File: config.mk
export PLATFORM = sky130hd
export DESIGN_NAME = spiker_step_sequencer
export DESIGN_NICKNAME = d
export VERILOG_FILES = /design/src/rtl/spiker_step_sequencer.sv
export SDC_FILE = /design/constraint.sdc
export NUM_CORES = 1
export LEC_CHECK = 0
export CAP_MARGIN = 20
export CORE_MARGIN = 4
export CORE_UTILIZATION = 35
export DETAILED_ROUTE_END_ITERATION = 12
export PLACE_DENSITY = 0.53
export SYNTH_ARGS = -nofsm -noshare
export SYNTH_HDL_FRONTEND = slang
export SYNTH_SLANG_ARGS = --single-unit
File: constraint.sdc
create_clock -name clk_i -period 2.2 [get_ports clk_i]
set_input_delay 0.66 -clock clk_i [delete_from_list [all_inputs] [get_ports clk_i]]
set_output_delay 0.66 -clock clk_i [all_outputs]
set_load 0.005 [all_outputs]
File: src/rtl/spiker_step_sequencer.sv
// Timestep sequencer for the spiking core: launches STEPS core timesteps, waits for the
// core result and a free writer, strobes a sample, and reports done/error via sticky flags + irq.
module spiker_step_sequencer #(
   parameter int unsigned STEP_W         = 4,
   parameter int unsigned TIMEOUT_CYCLES = 1024,
   parameter int unsigned TO_W           = 16
) (
   input  logic              clk_i,
   input  logic              rst_ni,
   input  logic              start_i,
   input  logic              abort_i,
   input  logic              clear_i,
   input  logic [STEP_W-1:0] steps_i,
   output logic              core_start_o,
   input  logic              core_ready_i,
   input  logic              writer_ready_i,
   output logic              sample_o,
   output logic              busy_o,
   output logic              done_o,
   output logic              err_o,
   output logic              irq_o,
   output logic [STEP_W-1:0] step_cnt_o
);

   localparam logic [2:0] IDLE      = 3'd0;
   localparam logic [2:0] LAUNCH    = 3'd1;
   localparam logic [2:0] WAIT_CORE = 3'd2;
   localparam logic [2:0] WAIT_WR   = 3'd3;
   localparam logic [2:0] SAMPLE    = 3'd4;

   localparam logic [STEP_W-1:0] STEP_ONE = STEP_W'(1);
   localparam logic [TO_W-1:0]   TO_ONE   = TO_W'(1);
   localparam logic [TO_W-1:0]   TO_LAST  = TO_W'(TIMEOUT_CYCLES - 1);

   logic [2:0]        state_q, state_d;
   logic [STEP_W-1:0] steps_q, steps_d;
   logic [STEP_W-1:0] cnt_q, cnt_d;
   logic [TO_W-1:0]   to_q, to_d;
   logic              busy_q, busy_d;
   logic              done_q, done_d;
   logic              err_q, err_d;
   logic              irq_q, irq_d;
   logic              core_start_q, core_start_d;
   logic              sample_q, sample_d;

   logic [STEP_W-1:0] cnt_inc;
   logic              to_hit;
   logic              wait_fail;

   assign cnt_inc = cnt_q + STEP_ONE;
   // This wait cycle is the TIMEOUT_CYCLES-th one spent in the current wait state.
   assign to_hit  = (to_q == TO_LAST);

   always_comb begin
      // NOTE: every next-state variable gets a default before the case so no latch is inferred.
      state_d   = state_q;
      steps_d   = steps_q;
      cnt_d     = cnt_q;
      to_d      = to_q;
      busy_d    = busy_q;
      done_d    = clear_i ? 1'b0 : done_q;
      err_d     = clear_i ? 1'b0 : err_q;
      irq_d     = 1'b0;
      wait_fail = 1'b0;

      if (abort_i && (state_q != IDLE)) begin
         state_d = IDLE;
         busy_d  = 1'b0;
      end else begin
         case (state_q)
            IDLE: begin
               if (start_i && !abort_i) begin
                  if (steps_i != '0) begin
                     steps_d = steps_i;
                     cnt_d   = '0;
                     done_d  = 1'b0;
                     err_d   = 1'b0;
                     busy_d  = 1'b1;
                     state_d = LAUNCH;
                  end else begin
                     err_d = 1'b1;
                     irq_d = 1'b1;
                  end
               end
            end
            LAUNCH: begin
               to_d    = '0;
               state_d = WAIT_CORE;
            end
            WAIT_CORE: begin
               if (core_ready_i) begin
                  to_d    = '0;
                  state_d = WAIT_WR;
               end else if (to_hit) begin
                  wait_fail = 1'b1;
               end else begin
                  to_d = to_q + TO_ONE;
               end
            end
            WAIT_WR: begin
               // to_q is zero only on the entry cycle, where writer_ready_i still shows the
               // writer's state from before it captured this result.
               if ((to_q != '0) && writer_ready_i) begin
                  state_d = SAMPLE;
               end else if (to_hit) begin
                  wait_fail = 1'b1;
               end else begin
                  to_d = to_q + TO_ONE;
               end
            end
            SAMPLE: begin
               cnt_d = cnt_inc;
               if (cnt_inc == steps_q) begin
                  done_d  = 1'b1;
                  irq_d   = 1'b1;
                  busy_d  = 1'b0;
                  state_d = IDLE;
               end else begin
                  state_d = LAUNCH;
               end
            end
            default: begin
               busy_d  = 1'b0;
               state_d = IDLE;
            end
         endcase

         if (wait_fail) begin
            err_d   = 1'b1;
            irq_d   = 1'b1;
            busy_d  = 1'b0;
            state_d = IDLE;
         end
      end

      core_start_d = (state_d == LAUNCH);
      sample_d     = (state_d == SAMPLE);
   end

   always_ff @(posedge clk_i or negedge rst_ni) begin
      if (!rst_ni) begin
         state_q      <= IDLE;
         steps_q      <= '0;
         cnt_q        <= '0;
         to_q         <= '0;
         busy_q       <= 1'b0;
         done_q       <= 1'b0;
         err_q        <= 1'b0;
         irq_q        <= 1'b0;
         core_start_q <= 1'b0;
         sample_q     <= 1'b0;
      end else begin
         // NOTE: non-blocking assignments keep every flop updating from the same pre-edge values.
         state_q      <= state_d;
         steps_q      <= steps_d;
         cnt_q        <= cnt_d;
         to_q         <= to_d;
         busy_q       <= busy_d;
         done_q       <= done_d;
         err_q        <= err_d;
         irq_q        <= irq_d;
         core_start_q <= core_start_d;
         sample_q     <= sample_d;
      end
   end

   assign core_start_o = core_start_q;
   assign sample_o     = sample_q;
   assign busy_o       = busy_q;
   assign done_o       = done_q;
   assign err_o        = err_q;
   assign irq_o        = irq_q;
   assign step_cnt_o   = cnt_q;

endmodule

==> impl_metrics.ini, run 1 <==
[floorplan]
pin_count = 21
die_x_um = 82.0
die_h_um = 82.0
initial_core_util = 0.368
rows = 26
core-area_mm2 = 0.00520
die_area_mm2 = 0.00672

[finish]
final_common_cell = dfrtp_1
stdcell_area_mm2 = 0.00242
mostFrequentLayoutCells = dfrtp_1, o21ai_0, buf_4
area_growth_syn_to_layout_pct = 26.3
final_util = 0.465
nets = 258
drive_above_1_share = 0.159
fillCellCount = 509
layout.cells.non_filler = 315
n_antenna_cell = 0

[global_route]
grt_max_degree = 34
grt_overflow = 0
grt_pass1_wl_um = 8270
grt_pass1_vias = 1750
antenna_found_initial = 0
grt_use_total = 0.162

[timing]
fin_crit_ps = 2050
hold_viol_final = 0
drv_slew = 0
setup_tns_ps = 0
slew-limit-headroom = 0.643
min_period_over_period = 0.933
skew_ps = 4.58
max_freq_mhz = 487
grt_setup_unrepaired = no
worst_pin_slew_ps = 536
setup_viol = 0
setup_slack_ps = 147

[detailed_routing]
wirelength_um = 4930
vias = 1724
vias_per_cell = 5.47
ant_nets = 0
wl_per_cell_um = 15.6
drt-pass1-iter-count = 4
drt-met1-wl_um = 2250
drtIter0Drc = 64
met3_wirelength_um = 197
routed.top_layer = met4
drc = 0
dr_wl_met2_um = 2410

[worst_hold_path]
min_path_type = reg -> reg

[clocking]
cts_buffers = 5
clock-sinks = 33
cts_tree = built
cts-htree-levels = 2
max-clock-path-buffers = 2
cts_root_buf = clkbuf_8
path_clk_slew_ps = 70
clkLatencyLatePin_ps = 290

[synthesis]
async_flop_share = 1.00
ys_warn_count = 0
synth.area.mux_share = 0
synth_compound_area_frac = 0.226
postSynthAreaPerCell_um2 = 9.31
synthAdderAreaFrac = 0.0196
synthXorXnorAreaFrac = 0.0274
synth-simple-area-share = 0.253
syn_nets = 220
synth-edff-count = 0
ys_seq_area_frac = 0.431
synth_flop_cell = dfrtp_1
synth_cells = 206
synth_top_family_by_area = simple AND/OR/NAND/NOR gates
netlist_area_mm2 = 0.00192
synthDistinctLibCells = 49
ys_ff_latch = 33

[power_and_ir_drop]
vdd_drop_max_v = 0.000268
p_leak_nw = 1.05
power_density_mw_per_mm2 = 536

[critical_path]
start_kind = flip-flop
critPathKind = reg -> reg
cp_max_fo = 6
cp-end-kind = flip-flop
arrival_ps = 2270
cp_data_required_time_ps = 2410

[place]
dp_cells = 307
hpwl_um = 3570
gp_congestion = 0.822
dpl_cell_area_mm2 = 0.00232
port-buffer-count = 20
preCtsSetupSlack_ps = -159

[run_status]
status = finished, final reports clean

[run]
maxCapViolations = 0
==> path summary, 6_finish.rpt <==
check                           start  slack [ps]  cells after the start          to
setup reg to reg              to_q[0]         150                      7       err_o
hold reg to reg            steps_q[1]         520                      2  steps_q[1]
hold / removal             steps_q[1]         520                      2  steps_q[1]
setup / recovery              to_q[0]         150                      7       err_o
max in group asynchronous      rst_ni        1090                      2     to_q[2]
min in group asynchronous      rst_ni         790                      2       irq_o
==> cell type report <==
| type | count | area, um2 | area share |
|---|---|---|---|
| clock buffers | 6 | 72.6 | 0.0300 |
| clock inverters | 2 | 10.0 | 0.00413 |
| inverters | 4 | 15.0 | 0.00620 |
| multi-input cells | 156 | 1030 | 0.425 |
| flip-flops and latches | 33 | 826 | 0.341 |
| well taps | 70 | 87.6 | 0.0362 |
| repair buffers | 44 | 380 | 0.157 |
==> synthesized netlist by cell type, types with 3 or more instances <==
| cell | n | area [um2] |
|---|---|---|
| a21oi_1 | 7 | 35.0 |
| a22o_1 | 3 | 26.3 |
| and3_1 | 4 | 25.0 |
| and4_1 | 4 | 35.0 |
| buf_2 | 3 | 15.0 |
| clkbuf_1 | 6 | 22.5 |
| dfrtp_1 | 33 | 826 |
| ha_1 | 3 | 37.5 |
| inv_1 | 4 | 15.0 |
| nand2_1 | 18 | 67.6 |
| nand2b_1 | 4 | 25.0 |
| nand3_1 | 10 | 50.1 |
| nand4_1 | 6 | 37.5 |
| nor2_1 | 11 | 41.3 |
| nor2b_1 | 3 | 18.8 |
| nor3_1 | 4 | 20.0 |
| nor3b_1 | 3 | 22.5 |
| nor4_1 | 3 | 18.8 |
| o21ai_0 | 25 | 125 |
| o31ai_1 | 8 | 60.1 |
| o41ai_1 | 3 | 26.3 |
| xnor2_1 | 4 | 35.0 |
==> worst max-delay path: stages, from the launching register on <==
cell and delay (ps):
dfrtp_1 370, buf_4 130, ha_1 250, and4_1 220, nand4_1 150, a311oi_2 550, o21ai_1 140, a21oi_1 170
==> registers in the layout, summed over array words and instances (netlist names), 3 cells and up <==
register and flops:
step_cnt_o 4, state_q 3, steps_q 4, to_q 16
==> per-stage QoR <==
| step | hold WS [ps] | power (W) |
|---|---|---|
| 6_report | 515 | 0.00130 |
| 3_5_place_dp | 493 | 0.000860 |
| 4_1_cts | 509 | 0.00132 |
| 5_1_grt | 550 | 0.00137 |
| 3_3_place_gp | 490 | 0.000855 |
| 2_1_floorplan | 364 | 0.000760 |
==> kinds of logic (layout without fill, tap and decap cells) <==
family | after synthesis | count (layout)
simple gates | 82 | 82
compound gates | 65 | 65
flops | 33 | 33
buf+inv | 17 | 56
xor+xnor | 6 | 6
fa+ha+maj | 3 | 3
==> power breakdown <==
group | total [W] | internal, W | switching, W
Clock | 0.000450 | 0.000219 | 0.000231
Combinational | 0.000193 | 0.000102 | 0.0000907
Sequential | 0.000655 | 0.000632 | 0.0000227
Total | 0.00130 | 0.000954 | 0.000344
==> layer usage <==
layer | vias up | GRT usage
li1 | 848 | -
met3 | 7 | 0.0329
met4 | 0 | 0.0681
met5 | - | 0
met1 | 830 | 0.197
met2 | 39 | 0.275
==> what timing repair did <==
action / in CTS / in global routing
buffers inserted: 0 / 0
resized for setup: 0 / 4
setup endpoints to repair: 0 / 5
hold buffers: 0 / 0
(Power assumes the default switching activity.)
==> run 2, diff against run 1 <==
--- a/config.mk
+++ b/config.mk
@@ -6,9 +6,10 @@
 export NUM_CORES = 1
 export LEC_CHECK = 0
 export CAP_MARGIN = 20
-export CORE_MARGIN = 4
+export CORE_MARGIN = 2
 export CORE_UTILIZATION = 35
 export DETAILED_ROUTE_END_ITERATION = 12
+export GPL_TIMING_DRIVEN = 0
 export PLACE_DENSITY = 0.53
 export SYNTH_ARGS = -nofsm -noshare
 export SYNTH_HDL_FRONTEND = slang
==> constraint.sdc (replaced) <==
create_clock -name clk_i -period 2.2 [get_ports clk_i]
set_input_delay 0.55 -clock clk_i [delete_from_list [all_inputs] [get_ports clk_i]]
set_output_delay 0.55 -clock clk_i [all_outputs]
set_load 0.005 [all_outputs]
==> impl_metrics.ini, run 2 (same netlist as run 1, synthesis figures left out) <==
[finish]
regMostFlops = to_q
n_antenna_cell = 0
final_common_cell = dfrtp_1
mostFrequentLayoutCells = dfrtp_1, o21ai_0, nand2_1, clkdlybuf4s50_1, nor2_1
area_growth_syn_to_layout_pct = 24.1
largest_reg_flops = 16
nets = 250
drive_above_1_share = 0.122

[critical_path]
critPathKind = in -> reg
start_kind = input port
max_stage_delay_ps = 580
arrival_ps = 2270
slowest_stage = or4_1
cp_data_required_time_ps = 2390
cp_cell_sequence = clkdlybuf4s50_1, or4_1, and4_1, nor2_1, o21ai_0, o31ai_1
worst-path-buf-inv = 1
cp_max_fo = 5
cp_top_family = simple AND/OR/NAND/NOR gates
r2r_setup_slack_ps = 160
cp-end-kind = flip-flop

[timing]
grt_setup_unrepaired = no
hold_viol_final = 0
slew-limit-headroom = 0.520
setup_slack_ps = 124
worst_pin_slew_ps = 720
skew_ps = 5.41
min_period_over_period = 0.944
max_freq_mhz = 482
setup_viol = 0
drv_slew = 0
fin_crit_ps = 2080

[detailed_routing]
vias_per_cell = 5.44
drtIter0Drc = 71
wirelength_um = 4620
wl_per_cell_um = 15.0
drc = 0
drt-pass1-iter-count = 4
vias = 1671
ant_nets = 0

[power_and_ir_drop]
power_w = 0.00144
vdd_drop_max_v = 0.000220
power_density_mw_per_mm2 = 604
p_leak_nw = 0.998

[run_status]
status = finished, final reports clean

[floorplan]
initial_core_util = 0.368
core-area_mm2 = 0.00520
die_h_um = 78.0
rows = 26
pin_count = 21
die_area_mm2 = 0.00608
die_x_um = 78.0

[global_route]
grt_use_total = 0.163
grt_pass1_vias = 1616
grt_pass1_wl_um = 7890
grt_max_degree = 34
antenna_found_initial = 0
grt_overflow = 0

[worst_hold_path]
min_path_type = in -> async

[run]
maxCapViolations = 0

[clocking]
clock-sinks = 33
cts_tree = built
clkLatencyLatePin_ps = 280
path_clk_slew_ps = 70
cts-htree-levels = 2
cts_buffers = 5
cts_root_buf = clkbuf_8
max-clock-path-buffers = 2

[place]
gp_congestion = 0.801
hpwl_um = 3190
preCtsSetupSlack_ps = -161
port-buffer-count = 19
[run 2: cell count changes in the layout (fill, tap and decap cells not counted), moves of 2 or more]
cell / previous run / this run
buf_4: 24 / 6
clkbuf_1: 1 / 6
buf_2: 0 / 4
clkbuf_2: 0 / 2
clkdlybuf4s50_1: 20 / 18
clkinv_2: 2 / 0
[run 2: repair_timing]
action                     in CTS  in global routing
buffers inserted                0                  4
setup endpoints to repair       8                 21
pin swaps                       0                  3
hold endpoints to repair        0                  0
resized for setup               4                  6
hold buffers                    0                  0
[run 2: path summary, 6_finish.rpt]
kind / end / depth (start not counted) / from
min reg2reg: steps_q[1] / 2 / steps_q[1]
min in group clk_i: steps_q[1] / 2 / steps_q[1]
max in group asynchronous: to_q[0] / 1 / rst_ni
max: step_cnt_o[3] / 6 / steps_i[0]
min: irq_o / 1 / rst_ni
max reg2reg: to_q[9] / 6 / to_q[11]
[run 2: stage by stage]
| step | instance area, um2 | hold WS, ps | utilization | std cells | TNS [ps] |
|---|---|---|---|---|---|
| after floorplan | 1920 | 254 | - | 206 | 0 |
| after global placement | 2190 | 488 | 0.422 | 295 | -7540 |
| after detailed placement | 2190 | 496 | 0.421 | 295 | -1810 |
| after CTS | 2330 | 346 | 0.449 | 303 | 0 |
| after global routing | 2380 | 399 | 0.457 | 307 | 0 |
| final | 2380 | 314 | 0.457 | 307 | 0 |
[run 2: worst register-to-register path: cells and delay by family, from the launching register on]
kind	cells	cell delay, ps
AO/OA/AOI/OAI	2	540
flip-flops	1	460
buffers and inverters	1	160
AND/OR/NAND/NOR	3	770
[run 2: power by group]
part,switching (W),total (W),internal (W)
clock,0.000235,0.000605,0.000370
sequential,0.0000199,0.000652,0.000632
combinational,0.0000939,0.000179,0.0000854
total,0.000349,0.00144,0.00109
[run 2: routing by layer]
metal / GRT usage / vias to the layer above / share of wire
met5: 0 / - / 0
met3: 0.0302 / 8 / 0.038
met1: 0.214 / 782 / 0.47
met4: 0.0719 / 0 / 0.015
met2: 0.262 / 36 / 0.48
li1: - / 845 / -
[run 2: area by class of cell]
| class | instances | area (um2) |
|---|---|---|
| sequential | 33 | 827 |
| timing repair buffer | 23 | 215 |
| clock buffer | 7 | 86.3 |
| buffer | 13 | 70.1 |
| inverter | 4 | 15.0 |
| multi-input combinational | 156 | 1050 |
| fill | 517 | 2830 |
| clock inverter | 1 | 30.0 |
| tap | 70 | 87.6 |
==> run 3, diff against run 2 <==
--- a/config.mk
+++ b/config.mk
@@ -5,12 +5,14 @@
 export SDC_FILE = /design/constraint.sdc
 export NUM_CORES = 1
 export LEC_CHECK = 0
+export ABC_AREA = 1
 export CAP_MARGIN = 20
 export CORE_MARGIN = 2
 export CORE_UTILIZATION = 35
 export DETAILED_ROUTE_END_ITERATION = 12
 export GPL_TIMING_DRIVEN = 0
-export PLACE_DENSITY = 0.53
+export PLACE_DENSITY = 0.52
 export SYNTH_ARGS = -nofsm -noshare
 export SYNTH_HDL_FRONTEND = slang
 export SYNTH_SLANG_ARGS = --single-unit
+export TNS_END_PERCENT = 20
==> constraint.sdc (replaced) <==
create_clock -name clk_i -period 2.45 [get_ports clk_i]
set_input_delay 0.6125 -clock clk_i [delete_from_list [all_inputs] [get_ports clk_i]]
set_output_delay 0.6125 -clock clk_i [all_outputs]
set_load 0.005 [all_outputs]
==> impl_metrics.ini, run 3 <==
[run_status]
status = finished, final reports clean

[clocking]
max-clock-path-buffers = 2
path_clk_slew_ps = 70
cts_tree = built
cts_buffers = 5
cts-htree-levels = 2
clock-sinks = 33
cts_setup_buffers = 0
clkLatencyLatePin_ps = 280
cts_root_buf = clkbuf_8
ctsHoldBuffers = 0
cts-resized-gates = 0

[place]
gp_congestion = 0.845
hpwl_um = 4350
port-buffer-count = 20
dpl_cell_area_mm2 = 0.00268

[timing]
slew-limit-headroom = 0.485
fin_crit_ps = 1940
setup_viol = 0
worst_pin_slew_ps = 773
max_freq_mhz = 515
grt_setup_unrepaired = no
skew_ps = 4.23
hold_ws_ps = 402
min_period_over_period = 0.792
hold_viol_final = 0
drv_slew = 0

[critical_path]
r2r_cells = 11
cp_max_fo = 7
cp_cell_sequence = clkdlybuf4s50_1
slowest_stage = clkdlybuf4s50_1
r2r_setup_slack_ps = 750
timing.rr.end = core_start_o
critPathKind = reg -> out
worst-path-buf-inv = 1
r2r-start = to_q[0]
cp_top_family = buffers and inverters
cp-end-kind = primary output
critPathLaunch = step_cnt_o[0]
arrival_ps = 1330
crit_end = step_cnt_o[0]
cp.depth = 1
start_kind = flip-flop
cp_data_required_time_ps = 1840
max_stage_delay_ps = 550

[synthesis]
ys_seq_area_frac = 0.346
ys_ff_latch = 33
synth_cells = 341
synth.top_cells.by_count = nand2_1, inv_1, nor2_1, dfrtp_1, nand3_1
netlist.area_leader.share = 0.346
synth_flop_cell = dfrtp_1
synth-edff-count = 0
ys_warn_count = 0
netlist_area_mm2 = 0.00239
postSynthAreaPerCell_um2 = 7.00
synth_area_leaders = dfrtp_1, nand2_1, nand3_1
post-synth-top-count-cell = nand2_1
synth_area_leader_cell = dfrtp_1
async_flop_share = 1.00
syn_nets = 355
synthDistinctLibCells = 32

[global_route]
grt_use_total = 0.173
grt_pass1_vias = 2090
grt_pass1_wl_um = 10100
grt_overflow = 0
grt_max_degree = 34
antenna_found_initial = 0

[floorplan]
pin_count = 21
die_area_mm2 = 0.00750
die_x_um = 86.6
rows = 30
die_h_um = 86.6
core-area_mm2 = 0.00668
initial_core_util = 0.357

[finish]
final_util = 0.417
area_growth_syn_to_layout_pct = 16.7
mostFrequentLayoutCells = nand2_1, inv_1, nor2_1
stdcell_area_mm2 = 0.00279
n_antenna_cell = 0
largest_reg_flops = 16
final_common_cell = nand2_1
drive_above_1_share = 0.163
regMostFlops = to_q
nets = 382

[power_and_ir_drop]
power_density_mw_per_mm2 = 710
p_leak_nw = 1.35
vdd_drop_max_v = 0.000346

[run]
maxCapViolations = 0

[worst_hold_path]
min_path_type = in -> async

[detailed_routing]
drt-pass1-iter-count = 5
vias_per_cell = 4.89
wirelength_um = 5910
wl_per_cell_um = 13.2
ant_nets = 0
drc = 0
vias = 2191
drtIter0Drc = 155
==> run 3: cell types whose count changed in the layout (fill, tap and decap cells not counted), sizes merged, moves of 5 or more <==
cell and change:
nor4 -5, buf -5, nand3 +23, nand2b -5, nand2 +94, inv +40
o31ai -8, nor2 +41, o211ai +7, clkbuf -9
==> run 3: worst min-delay path by stage <==
stage                     slack, ps            end       start
after detailed placement        500     steps_q[0]  steps_q[0]
after CTS                       440  step_cnt_o[3]      rst_ni
after floorplan                 320         busy_o      rst_ni
after global placement          500     steps_q[0]  steps_q[0]
final                           400  step_cnt_o[3]      rst_ni
after global routing            470  step_cnt_o[3]      rst_ni
==> run 3: area by class of cell <==
type	count	area (um2)
Clock buffer	5	68.8
Fill cell	717	3890
Tap cell	80	100
Clock inverter	2	35.0
Inverter	46	175
Multi-Input combinational cell	257	1340
Timing Repair Buffer	20	195
Buffer	5	43.8
Sequential cell	33	826
==> run 3: kinds of logic after synthesis <==
logic type	Yosys count	share of synthesized area
AND/OR/NAND/NOR	209	0.425
flip-flops	33	0.346
AO/OA/AOI/OAI	41	0.107
adder cells (fa/ha/maj)	3	0.0157
buffers and inverters	51	0.0917
XOR/XNOR	4	0.0147
==> run 3: power breakdown <==
part | total (W) | leakage [nW] | internal, W | switching, W
clock network | 0.000503 | 0.0540 | 0.000296 | 0.000207
registers | 0.000715 | 0.447 | 0.000636 | 0.0000781
logic | 0.000760 | 0.846 | 0.000276 | 0.000485
total | 0.00198 | 1.35 | 0.00121 | 0.000770
==> run 3: metal layers <==
layer,global-route usage,part of all wire,wire [um],vias up
li1,-,-,-,1143
met1,0.261,0.53,3140,1010
met2,0.248,0.42,2490,32
met5,0,0,0,-
met3,0.0314,0.035,207,6
met4,0.0611,0.012,70,0
==> run 3: stage by stage <==
stage | setup TNS (ps) | instances | total power [W] | setup WS (ps)
floorplan | 0 | 341 | 0.00125 | 982
global placement | -1770 | 441 | 0.00148 | -56.9
detailed placement | 0 | 441 | 0.00149 | 302
CTS | 0 | 448 | 0.00200 | 501
global route | 0 | 448 | 0.00212 | 465
finish | 0 | 448 | 0.00198 | 509
